$ cat src/rtl/cache_pkg.sv
// cache_pkg: FSM states and geometry helpers shared by the set-associative cache controller
package cache_pkg;
  typedef enum logic [2:0] {IDLE, TAG_CHECK, WRITEBACK, REFILL_REQ, REFILL_WAIT, RESPONSE} state_t;
  function automatic int idx_w(input int sets);
    return $clog2(sets);
  endfunction
  function automatic int age_w(input int ways);
    return $clog2(ways);
  endfunction
  function automatic int tag_w(input int addr_w, input int sets);
    return addr_w - $clog2(sets);
  endfunction
endpackage

$ cat src/rtl/cache_ctrl_sa_if.sv
// cache_ctrl_sa_if: CPU request/response and main-memory bus of the cache controller
interface cache_ctrl_sa_if #(
  parameter int ADDR_W = 16,
  parameter int DATA_W = 32,
  parameter int CNT_W = 16
);
  logic req_valid, req_ready, req_we;
  logic [ADDR_W-1:0] req_addr;
  logic [DATA_W-1:0] req_wdata;
  logic rsp_valid, rsp_hit;
  logic [DATA_W-1:0] rsp_rdata;
  logic mem_req_valid, mem_req_ready, mem_we;
  logic [ADDR_W-1:0] mem_addr;
  logic [DATA_W-1:0] mem_wdata;
  logic mem_rsp_valid;
  logic [DATA_W-1:0] mem_rdata;
  logic [CNT_W-1:0] hit_count, miss_count;
  modport slave (
    input req_valid, req_we, req_addr, req_wdata, mem_req_ready, mem_rsp_valid, mem_rdata,
    output req_ready, rsp_valid, rsp_hit, rsp_rdata, mem_req_valid, mem_we, mem_addr, mem_wdata,
    hit_count, miss_count
  );
  modport master (
    output req_valid, req_we, req_addr, req_wdata, mem_req_ready, mem_rsp_valid, mem_rdata,
    input req_ready, rsp_valid, rsp_hit, rsp_rdata, mem_req_valid, mem_we, mem_addr, mem_wdata,
    hit_count, miss_count
  );
endinterface

$ cat src/rtl/cache_lru.sv
// cache_lru: true-LRU age update on touch and victim select (invalid-first, then oldest) for one set
module cache_lru #(
  parameter int WAYS = 4,
  parameter int AGE_W = 2
) (
  input  logic [WAYS-1:0][AGE_W-1:0] age,
  input  logic [WAYS-1:0]            valid,
  input  logic [AGE_W-1:0]           touch,
  output logic [WAYS-1:0][AGE_W-1:0] age_nxt,
  output logic [AGE_W-1:0]           victim
);
  always_comb begin
    age_nxt = age;
    victim = '0;
    for (int i = WAYS - 1; i >= 0; i--) victim = (age[i] == AGE_W'(WAYS - 1)) ? AGE_W'(i) : victim;
    // descending scan so the lowest-index invalid way wins over the oldest
    for (int i = WAYS - 1; i >= 0; i--) victim = !valid[i] ? AGE_W'(i) : victim;
    for (int i = 0; i < WAYS; i++)
      age_nxt[i] = (AGE_W'(i) == touch) ? '0 : (age[i] < age[touch]) ? age[i] + 1'b1 : age[i];
  end
endmodule

$ cat src/rtl/cache_ctrl_sa.sv
// cache_ctrl_sa: set-associative write-back cache controller with true-LRU replacement,
// dirty-victim writeback, ready/valid refill and saturating hit/miss counters
module cache_ctrl_sa
  import cache_pkg::*;
#(
  parameter int ADDR_W = 16,
  parameter int DATA_W = 32,
  parameter int SETS = 4,
  parameter int WAYS = 4,
  parameter int CNT_W = 16
) (
  input logic clk,
  input logic rst,
  cache_ctrl_sa_if.slave bus
);
  localparam int IDX_W = idx_w(SETS);
  localparam int AGE_W = age_w(WAYS);
  localparam int TAG_W = tag_w(ADDR_W, SETS);
  state_t state;
  logic cap_we;
  logic [ADDR_W-1:0] cap_addr;
  logic [DATA_W-1:0] cap_wdata;
  logic [AGE_W-1:0] way_q, hit_way, victim;
  logic hit;
  logic [SETS-1:0][WAYS-1:0] valid_q, dirty_q;
  logic [SETS-1:0][WAYS-1:0][AGE_W-1:0] age_q;
  logic [WAYS-1:0][AGE_W-1:0] age_nxt;
  logic [TAG_W-1:0] tag_q [SETS][WAYS];
  logic [DATA_W-1:0] data_q [SETS][WAYS];
  logic [IDX_W-1:0] idx;
  logic [TAG_W-1:0] tg;
  assign idx = cap_addr[IDX_W-1:0];
  assign tg = cap_addr[ADDR_W-1:IDX_W];
  always_comb begin
    hit = 1'b0;
    hit_way = '0;
    for (int i = 0; i < WAYS; i++)
      if (valid_q[idx][i] && tag_q[idx][i] == tg) begin
        hit = 1'b1;
        hit_way = AGE_W'(i);
      end
  end
  cache_lru #(.WAYS(WAYS), .AGE_W(AGE_W)) u_lru (
    .age(age_q[idx]), .valid(valid_q[idx]), .touch(way_q), .age_nxt(age_nxt), .victim(victim)
  );
  always_ff @(posedge clk or posedge rst)
    if (rst) begin
      state <= IDLE;
      bus.req_ready <= 1'b1;
      bus.rsp_valid <= 1'b0;
      bus.rsp_hit <= 1'b0;
      bus.rsp_rdata <= '0;
      bus.mem_req_valid <= 1'b0;
      bus.mem_we <= 1'b0;
      bus.mem_addr <= '0;
      bus.mem_wdata <= '0;
      bus.hit_count <= '0;
      bus.miss_count <= '0;
      cap_we <= 1'b0;
      cap_addr <= '0;
      cap_wdata <= '0;
      way_q <= '0;
      valid_q <= '0;
      dirty_q <= '0;
      for (int s = 0; s < SETS; s++)
        for (int w = 0; w < WAYS; w++) age_q[s][w] <= AGE_W'(w);
    end else begin
      bus.rsp_valid <= 1'b0;
      case (state)
        IDLE: if (bus.req_valid) begin
          cap_we <= bus.req_we;
          cap_addr <= bus.req_addr;
          cap_wdata <= bus.req_wdata;
          bus.req_ready <= 1'b0;
          state <= TAG_CHECK;
        end
        TAG_CHECK: if (hit) begin
          way_q <= hit_way;
          bus.hit_count <= &bus.hit_count ? bus.hit_count : bus.hit_count + 1'b1;
          bus.rsp_valid <= 1'b1;
          bus.rsp_hit <= 1'b1;
          bus.rsp_rdata <= cap_we ? '0 : data_q[idx][hit_way];
          state <= RESPONSE;
        end else begin
          way_q <= victim;
          bus.miss_count <= &bus.miss_count ? bus.miss_count : bus.miss_count + 1'b1;
          if (valid_q[idx][victim] && dirty_q[idx][victim]) begin
            bus.mem_req_valid <= 1'b1;
            bus.mem_we <= 1'b1;
            bus.mem_addr <= {tag_q[idx][victim], idx};
            bus.mem_wdata <= data_q[idx][victim];
            state <= WRITEBACK;
          end else if (cap_we) begin
            bus.rsp_valid <= 1'b1;
            bus.rsp_rdata <= '0;
            state <= RESPONSE;
          end else begin
            bus.mem_req_valid <= 1'b1;
            bus.mem_we <= 1'b0;
            bus.mem_addr <= cap_addr;
            state <= REFILL_REQ;
          end
        end
        WRITEBACK: if (bus.mem_req_ready) begin
          bus.mem_we <= 1'b0;
          bus.mem_addr <= cap_addr;
          bus.mem_req_valid <= !cap_we;
          bus.rsp_valid <= cap_we;
          bus.rsp_rdata <= '0;
          state <= cap_we ? RESPONSE : REFILL_REQ;
        end
        REFILL_REQ: if (bus.mem_req_ready) begin
          bus.mem_req_valid <= 1'b0;
          state <= REFILL_WAIT;
        end
        REFILL_WAIT: if (bus.mem_rsp_valid) begin
          valid_q[idx][way_q] <= 1'b1;
          dirty_q[idx][way_q] <= 1'b0;
          bus.rsp_valid <= 1'b1;
          bus.rsp_rdata <= bus.mem_rdata;
          state <= RESPONSE;
        end
        RESPONSE: begin
          age_q[idx] <= age_nxt;
          if (cap_we) begin
            valid_q[idx][way_q] <= 1'b1;
            dirty_q[idx][way_q] <= 1'b1;
          end
          bus.rsp_hit <= 1'b0;
          bus.rsp_rdata <= '0;
          bus.req_ready <= 1'b1;
          state <= IDLE;
        end
        default: state <= IDLE;
      endcase
    end
  // tag/data arrays are deliberately left out of reset; valid bits gate their use
  always_ff @(posedge clk) begin
    if (state == REFILL_WAIT && bus.mem_rsp_valid) begin
      tag_q[idx][way_q] <= tg;
      data_q[idx][way_q] <= bus.mem_rdata;
    end
    if (state == RESPONSE && cap_we) begin
      tag_q[idx][way_q] <= tg;
      data_q[idx][way_q] <= cap_wdata;
    end
  end
endmodule

$ cat src/flat_wrapper.sv
// flat-port wrapper written by rule: the top's interface ports become plain ports
module cache_ctrl_sa_flat import cache_pkg::*;
#(
  parameter int ADDR_W = 16,
  parameter int DATA_W = 32,
  parameter int SETS = 4,
  parameter int WAYS = 4,
  parameter int CNT_W = 16
)
  (clk, rst, bus_req_valid, bus_req_we, bus_req_addr, bus_req_wdata, bus_mem_req_ready, bus_mem_rsp_valid, bus_mem_rdata, bus_req_ready, bus_rsp_valid, bus_rsp_hit, bus_rsp_rdata, bus_mem_req_valid, bus_mem_we, bus_mem_addr, bus_mem_wdata, bus_hit_count, bus_miss_count);
  cache_ctrl_sa_if #(.ADDR_W(ADDR_W), .DATA_W(DATA_W), .CNT_W(CNT_W)) bus_i ();
  input logic clk;
  input logic rst;
  input wire logic [$bits(bus_i.req_valid)-1:0] bus_req_valid;
  input wire logic [$bits(bus_i.req_we)-1:0] bus_req_we;
  input wire logic [$bits(bus_i.req_addr)-1:0] bus_req_addr;
  input wire logic [$bits(bus_i.req_wdata)-1:0] bus_req_wdata;
  input wire logic [$bits(bus_i.mem_req_ready)-1:0] bus_mem_req_ready;
  input wire logic [$bits(bus_i.mem_rsp_valid)-1:0] bus_mem_rsp_valid;
  input wire logic [$bits(bus_i.mem_rdata)-1:0] bus_mem_rdata;
  output wire logic [$bits(bus_i.req_ready)-1:0] bus_req_ready;
  output wire logic [$bits(bus_i.rsp_valid)-1:0] bus_rsp_valid;
  output wire logic [$bits(bus_i.rsp_hit)-1:0] bus_rsp_hit;
  output wire logic [$bits(bus_i.rsp_rdata)-1:0] bus_rsp_rdata;
  output wire logic [$bits(bus_i.mem_req_valid)-1:0] bus_mem_req_valid;
  output wire logic [$bits(bus_i.mem_we)-1:0] bus_mem_we;
  output wire logic [$bits(bus_i.mem_addr)-1:0] bus_mem_addr;
  output wire logic [$bits(bus_i.mem_wdata)-1:0] bus_mem_wdata;
  output wire logic [$bits(bus_i.hit_count)-1:0] bus_hit_count;
  output wire logic [$bits(bus_i.miss_count)-1:0] bus_miss_count;
  assign bus_i.req_valid = bus_req_valid;
  assign bus_i.req_we = bus_req_we;
  assign bus_i.req_addr = bus_req_addr;
  assign bus_i.req_wdata = bus_req_wdata;
  assign bus_i.mem_req_ready = bus_mem_req_ready;
  assign bus_i.mem_rsp_valid = bus_mem_rsp_valid;
  assign bus_i.mem_rdata = bus_mem_rdata;
  assign bus_req_ready = bus_i.req_ready;
  assign bus_rsp_valid = bus_i.rsp_valid;
  assign bus_rsp_hit = bus_i.rsp_hit;
  assign bus_rsp_rdata = bus_i.rsp_rdata;
  assign bus_mem_req_valid = bus_i.mem_req_valid;
  assign bus_mem_we = bus_i.mem_we;
  assign bus_mem_addr = bus_i.mem_addr;
  assign bus_mem_wdata = bus_i.mem_wdata;
  assign bus_hit_count = bus_i.hit_count;
  assign bus_miss_count = bus_i.miss_count;
  cache_ctrl_sa #(.ADDR_W(ADDR_W), .DATA_W(DATA_W), .SETS(SETS), .WAYS(WAYS), .CNT_W(CNT_W)) u_core (.clk(clk), .rst(rst), .bus(bus_i));
endmodule
$ cat config.mk
export PLATFORM = sky130hd
export DESIGN_NAME = cache_ctrl_sa_flat
export DESIGN_NICKNAME = d
export VERILOG_FILES = /design/src/rtl/cache_pkg.sv /design/src/rtl/cache_ctrl_sa_if.sv /design/src/rtl/cache_lru.sv /design/src/rtl/cache_ctrl_sa.sv /design/src/flat_wrapper.sv
export SDC_FILE = /design/constraint.sdc
export NUM_CORES = 2
export LEC_CHECK = 0
export CAP_MARGIN = 10
export CELL_PAD_IN_SITES_DETAIL_PLACEMENT = 1
export CELL_PAD_IN_SITES_GLOBAL_PLACEMENT = 1
export CORE_ASPECT_RATIO = 1.75
export CORE_MARGIN = 10
export CORE_UTILIZATION = 45
export DETAILED_ROUTE_END_ITERATION = 8
export GPL_TIMING_DRIVEN = 0
export PLACE_DENSITY = 0.73
export SETUP_SLACK_MARGIN = 0.1
export SLEW_MARGIN = 20
export SYNTH_ARGS = -nofsm -noshare
export SYNTH_HDL_FRONTEND = slang
export SYNTH_SLANG_ARGS = --single-unit
export TNS_END_PERCENT = 1
$ cat constraint.sdc
create_clock -name clk -period 10.6 [get_ports clk]
set_input_delay 3.18 -clock clk [delete_from_list [all_inputs] [get_ports clk]]
set_output_delay 3.18 -clock clk [all_outputs]
set_load 0.05 [all_outputs]
==> results.json <==
{
  "status": "finished, final reports clean",
  "min_from": "u_core.valid_q[7]$_DFFE_PP0P_",
  "worstMarginPinSlew_ns": 1.26,
  "floorplan.initialDensity": 0.453,
  "total_count_of_max_transition_violations_in_the_final_report": 0,
  "yosys.area.top_type": "edfxtp_1",
  "fin_setup_tns_ns": 0,
  "fin_crit_ns": 8.05,
  "maxSlewHeadroom": 0.160,
  "library_cells_used_by_synthesis": 73,
  "stdcell_area_um2": 50700,
  "fmax_ghz": 0.124,
  "setup.worst_path.end": "u_core.bus.mem_addr[10]$_DFFE_PP0P_",
  "drtAntennaViolNets": 0,
  "remaining_drc_errors": 0,
  "worst_slack_at_placement_ns": 2.67,
  "area_share_of_the_largest_cell_type_after_synthesis": 0.519,
  "dr_total_vias": 28102,
  "net_count_after_synthesis": 2743,
  "pin_count": 203,
  "fin_cells": 4311,
  "grt_pass1_vias": 30498,
  "path_class": "reg -> reg",
  "worst_setup_path_end_kind": "register",
  "die_w_um": 253,
  "tritoncts": "done",
  "dpl.hpwl_um": 110000,
  "netlist_instances": 2647,
  "placed_cell_area_um2": 47600,
  "yosys_most_used_dff": "edfxtp_1",
  "ys_async_sr_fraction": 0.242,
  "fin_nets": 3119,
  "timing.critical_path.fanout_max": 10,
  "mostFrequentLayoutCells": "736 x edfxtp_1, 271 x mux2_2, 218 x dfrtp_1",
  "worst_r2r_endpoint": "u_core.bus.mem_addr[10]$_DFFE_PP0P_",
  "gpl.final_weighted_congestion": 0.938,
  "cts_max_path_buffers": 3,
  "final.setup.worst_slack_ns": 2.55,
  "timing.final.setup_violations": 0,
  "final-hold-violation-count": 0,
  "post_synth_fa_ha_maj_area_fraction": 0.00294,
  "synthesized_area_divided_by_synthesized_cell_count_um2": 16.1,
  "synth_edf_count": 736,
  "gr-usage-met3": 0.0550,
  "yosysWarnings": 0,
  "global_route.peak_usage_layer": "met2",
  "cts-buffers-inserted": 90,
  "synth_top_cells_by_area": "edfxtp_1 52%, dfrtp_1 13%, mux4_2 10%, mux2_2 7.2%, xnor2_1 1.3%",
  "synth_top_family_by_area": "multiplexers",
  "worstSetupStartpoint": "u_core.cap_addr[1]$_DFFE_PP0P_",
  "antenna_violations_before_repair": 4,
  "placement.io_buffers": 202,
  "htree_num_levels": 3,
  "muxShareOfSynthArea": 0.182,
  "drt_iter0_drc": 2904,
  "root_buffer": "clkbuf_16",
  "global_route.overflow_total": 0,
  "start_kind": "register",
  "power.static_leakage_nw": 17.4,
  "coreArea_um2": 94100,
  "placedCellCount": 4137,
  "cts_repair_resize_count": 0,
  "holdBufCountCts": 0,
  "die_area_um2": 108000,
  "cts.sink_count": 971,
  "floorplan.rows": 149,
  "worstRegToRegCells": 20,
  "worst_skew_pair.late_latency_ns": 0.71,
  "worst_ep_arrival_time_ns": 8.69,
  "detail_route.first_pass.iterations": 5,
  "drt-vias-per-instance": 6.52,
  "area_delta_synth_final_pct": 18.9,
  "synth-simple-area-share": 0.0576,
  "syn-cell-area_um2": 42600,
  "vdd_ir_drop_max_mv": 0.279,
  "grt_use_met2": 0.495,
  "utilization": 0.538,
  "clk_transition_reported_paths_ns": 0.06,
  "sequential_fraction_of_the_synthesis_area": 0.657,
  "grt_first_pass_wirelength_um": 217000,
  "share_of_the_synthesized_area_in_compound_gates_ao_oa_aoi_oai": 0.0590,
  "detail_route.wl_per_cell_um": 35.4,
  "most_common_cell_after_layout_fill_and_taps_aside": "edfxtp_1",
  "synth-xor-area-share": 0.0167,
  "fillerInstances": 8734,
  "grt_setup_unrepaired": "false",
  "finalCritPeriodShare": 0.760,
  "grt_start_max_net_pins": 66,
  "timing.hold.worst.class": "reg -> reg",
  "worst_ep_required_time_ns": 11.24,
  "maxCapViolations": 0,
  "regToRegSetupSlack_ns": 2.55,
  "worst_r2r_startpoint": "u_core.cap_addr[1]$_DFFE_PP0P_",
  "ys_ff_latch": 971,
  "p_per_area_nw_per_um2": 275,
  "worst_hold_slack_ns": 0.468,
  "total_power_mw": 13.9,
  "cts_post_setup_buffers_inserted": 0,
  "drt-total-wl_um": 152000,
  "worst_clock_skew_ns": 0.0318,
  "die_y_um": 427,
  "met1_usage": 0.302,
  "fraction_of_layout_instances_using_a_drive_strength_above_1": 0.260,
  "groute.usage.overall": 0.283
}
## synthesized netlist by cell type (48+ instances only)
cell type	n
mux2_2	271
nor3_1	52
nand4_1	49
xnor2_1	64
nand2_1	148
mux4_2	189
clkbuf_1	130
dfrtp_1	218
nor2_1	75
inv_1	51
o21ai_0	48
a31oi_1	62
edfxtp_1	736
## routing by layer
layer  vias to the layer above  share of wire
met2                      1691           0.51
met3                       601          0.079
met5                         -        0.00026
met4                         6          0.080
met1                     14616           0.33
li1                      11188              -
## cell type report
class	count	area (µm²)	area share
Antenna cell	3	7.51	0.000148
Clock buffer	119	2460	0.0486
Buffer	195	880	0.0174
Inverter	51	199	0.00393
Sequential cell	971	28000	0.553
Timing Repair Buffer	284	3370	0.0666
Clock inverter	50	539	0.0106
Tap cell	1208	1510	0.0298
Multi-Input combinational cell	1430	13700	0.270
## worst min path at each step
stage / end / slack (ns) / cells after the start
after floorplan: u_core.valid_q[10]$_DFFE_PP0P_ / 0.43 / 1
after global placement: u_core.valid_q[11]$_DFFE_PP0P_ / 0.45 / 1
after detailed placement: u_core.valid_q[9]$_DFFE_PP0P_ / 0.45 / 1
after CTS: u_core.valid_q[7]$_DFFE_PP0P_ / 0.47 / 1
after global routing: u_core.valid_q[10]$_DFFE_PP0P_ / 0.49 / 1
final: u_core.valid_q[7]$_DFFE_PP0P_ / 0.47 / 1
## worst max-delay path, cell delays in order, from the launching register on
cell and delay [ns]:
dfrtp_1 0.55, buf_4 0.29, buf_4 0.29, buf_4 0.27, buf_4 0.26, buf_4 0.29, buf_2 0.38, clkbuf_1 0.58
buf_1 0.93, mux4_2 0.48, ha_1 0.30, nor2_1 0.15, o21ai_0 0.15, a21oi_2 0.79, clkbuf_1 0.63, clkbuf_1 0.63
nand2_1 0.11, nand3_1 0.13, o21ai_0 0.15, o21ai_0 0.33, mux2_2 0.21
## power by group
| group | switching (mW) | internal, mW | leakage (nW) |
|---|---|---|---|
| clock | 1.50 | 1.87 | 1.44 |
| sequential | 0.452 | 4.62 | 9.62 |
| combinational | 3.55 | 1.91 | 6.31 |
## flip-flops by register name, summed over array words and instances (netlist names), 16 cells and up, named ones only
signal and count:
u_core.age_q 32, u_core.bus.hit_count 16, u_core.bus.mem_addr 16, u_core.bus.mem_wdata 32, u_core.bus.miss_count 16, u_core.bus.rsp_rdata 32
u_core.cap_addr 16, u_core.cap_wdata 32, u_core.data_q 512, u_core.tag_q 224, u_core.valid_q 16
## cells by family after synthesis
kind of cell	count (synthesis)
compound gates	352
xor+xnor	81
fa+ha+maj	10
buf+inv	246
flops	971
mux	498
simple gates	489
(Power assumes the default switching activity.)
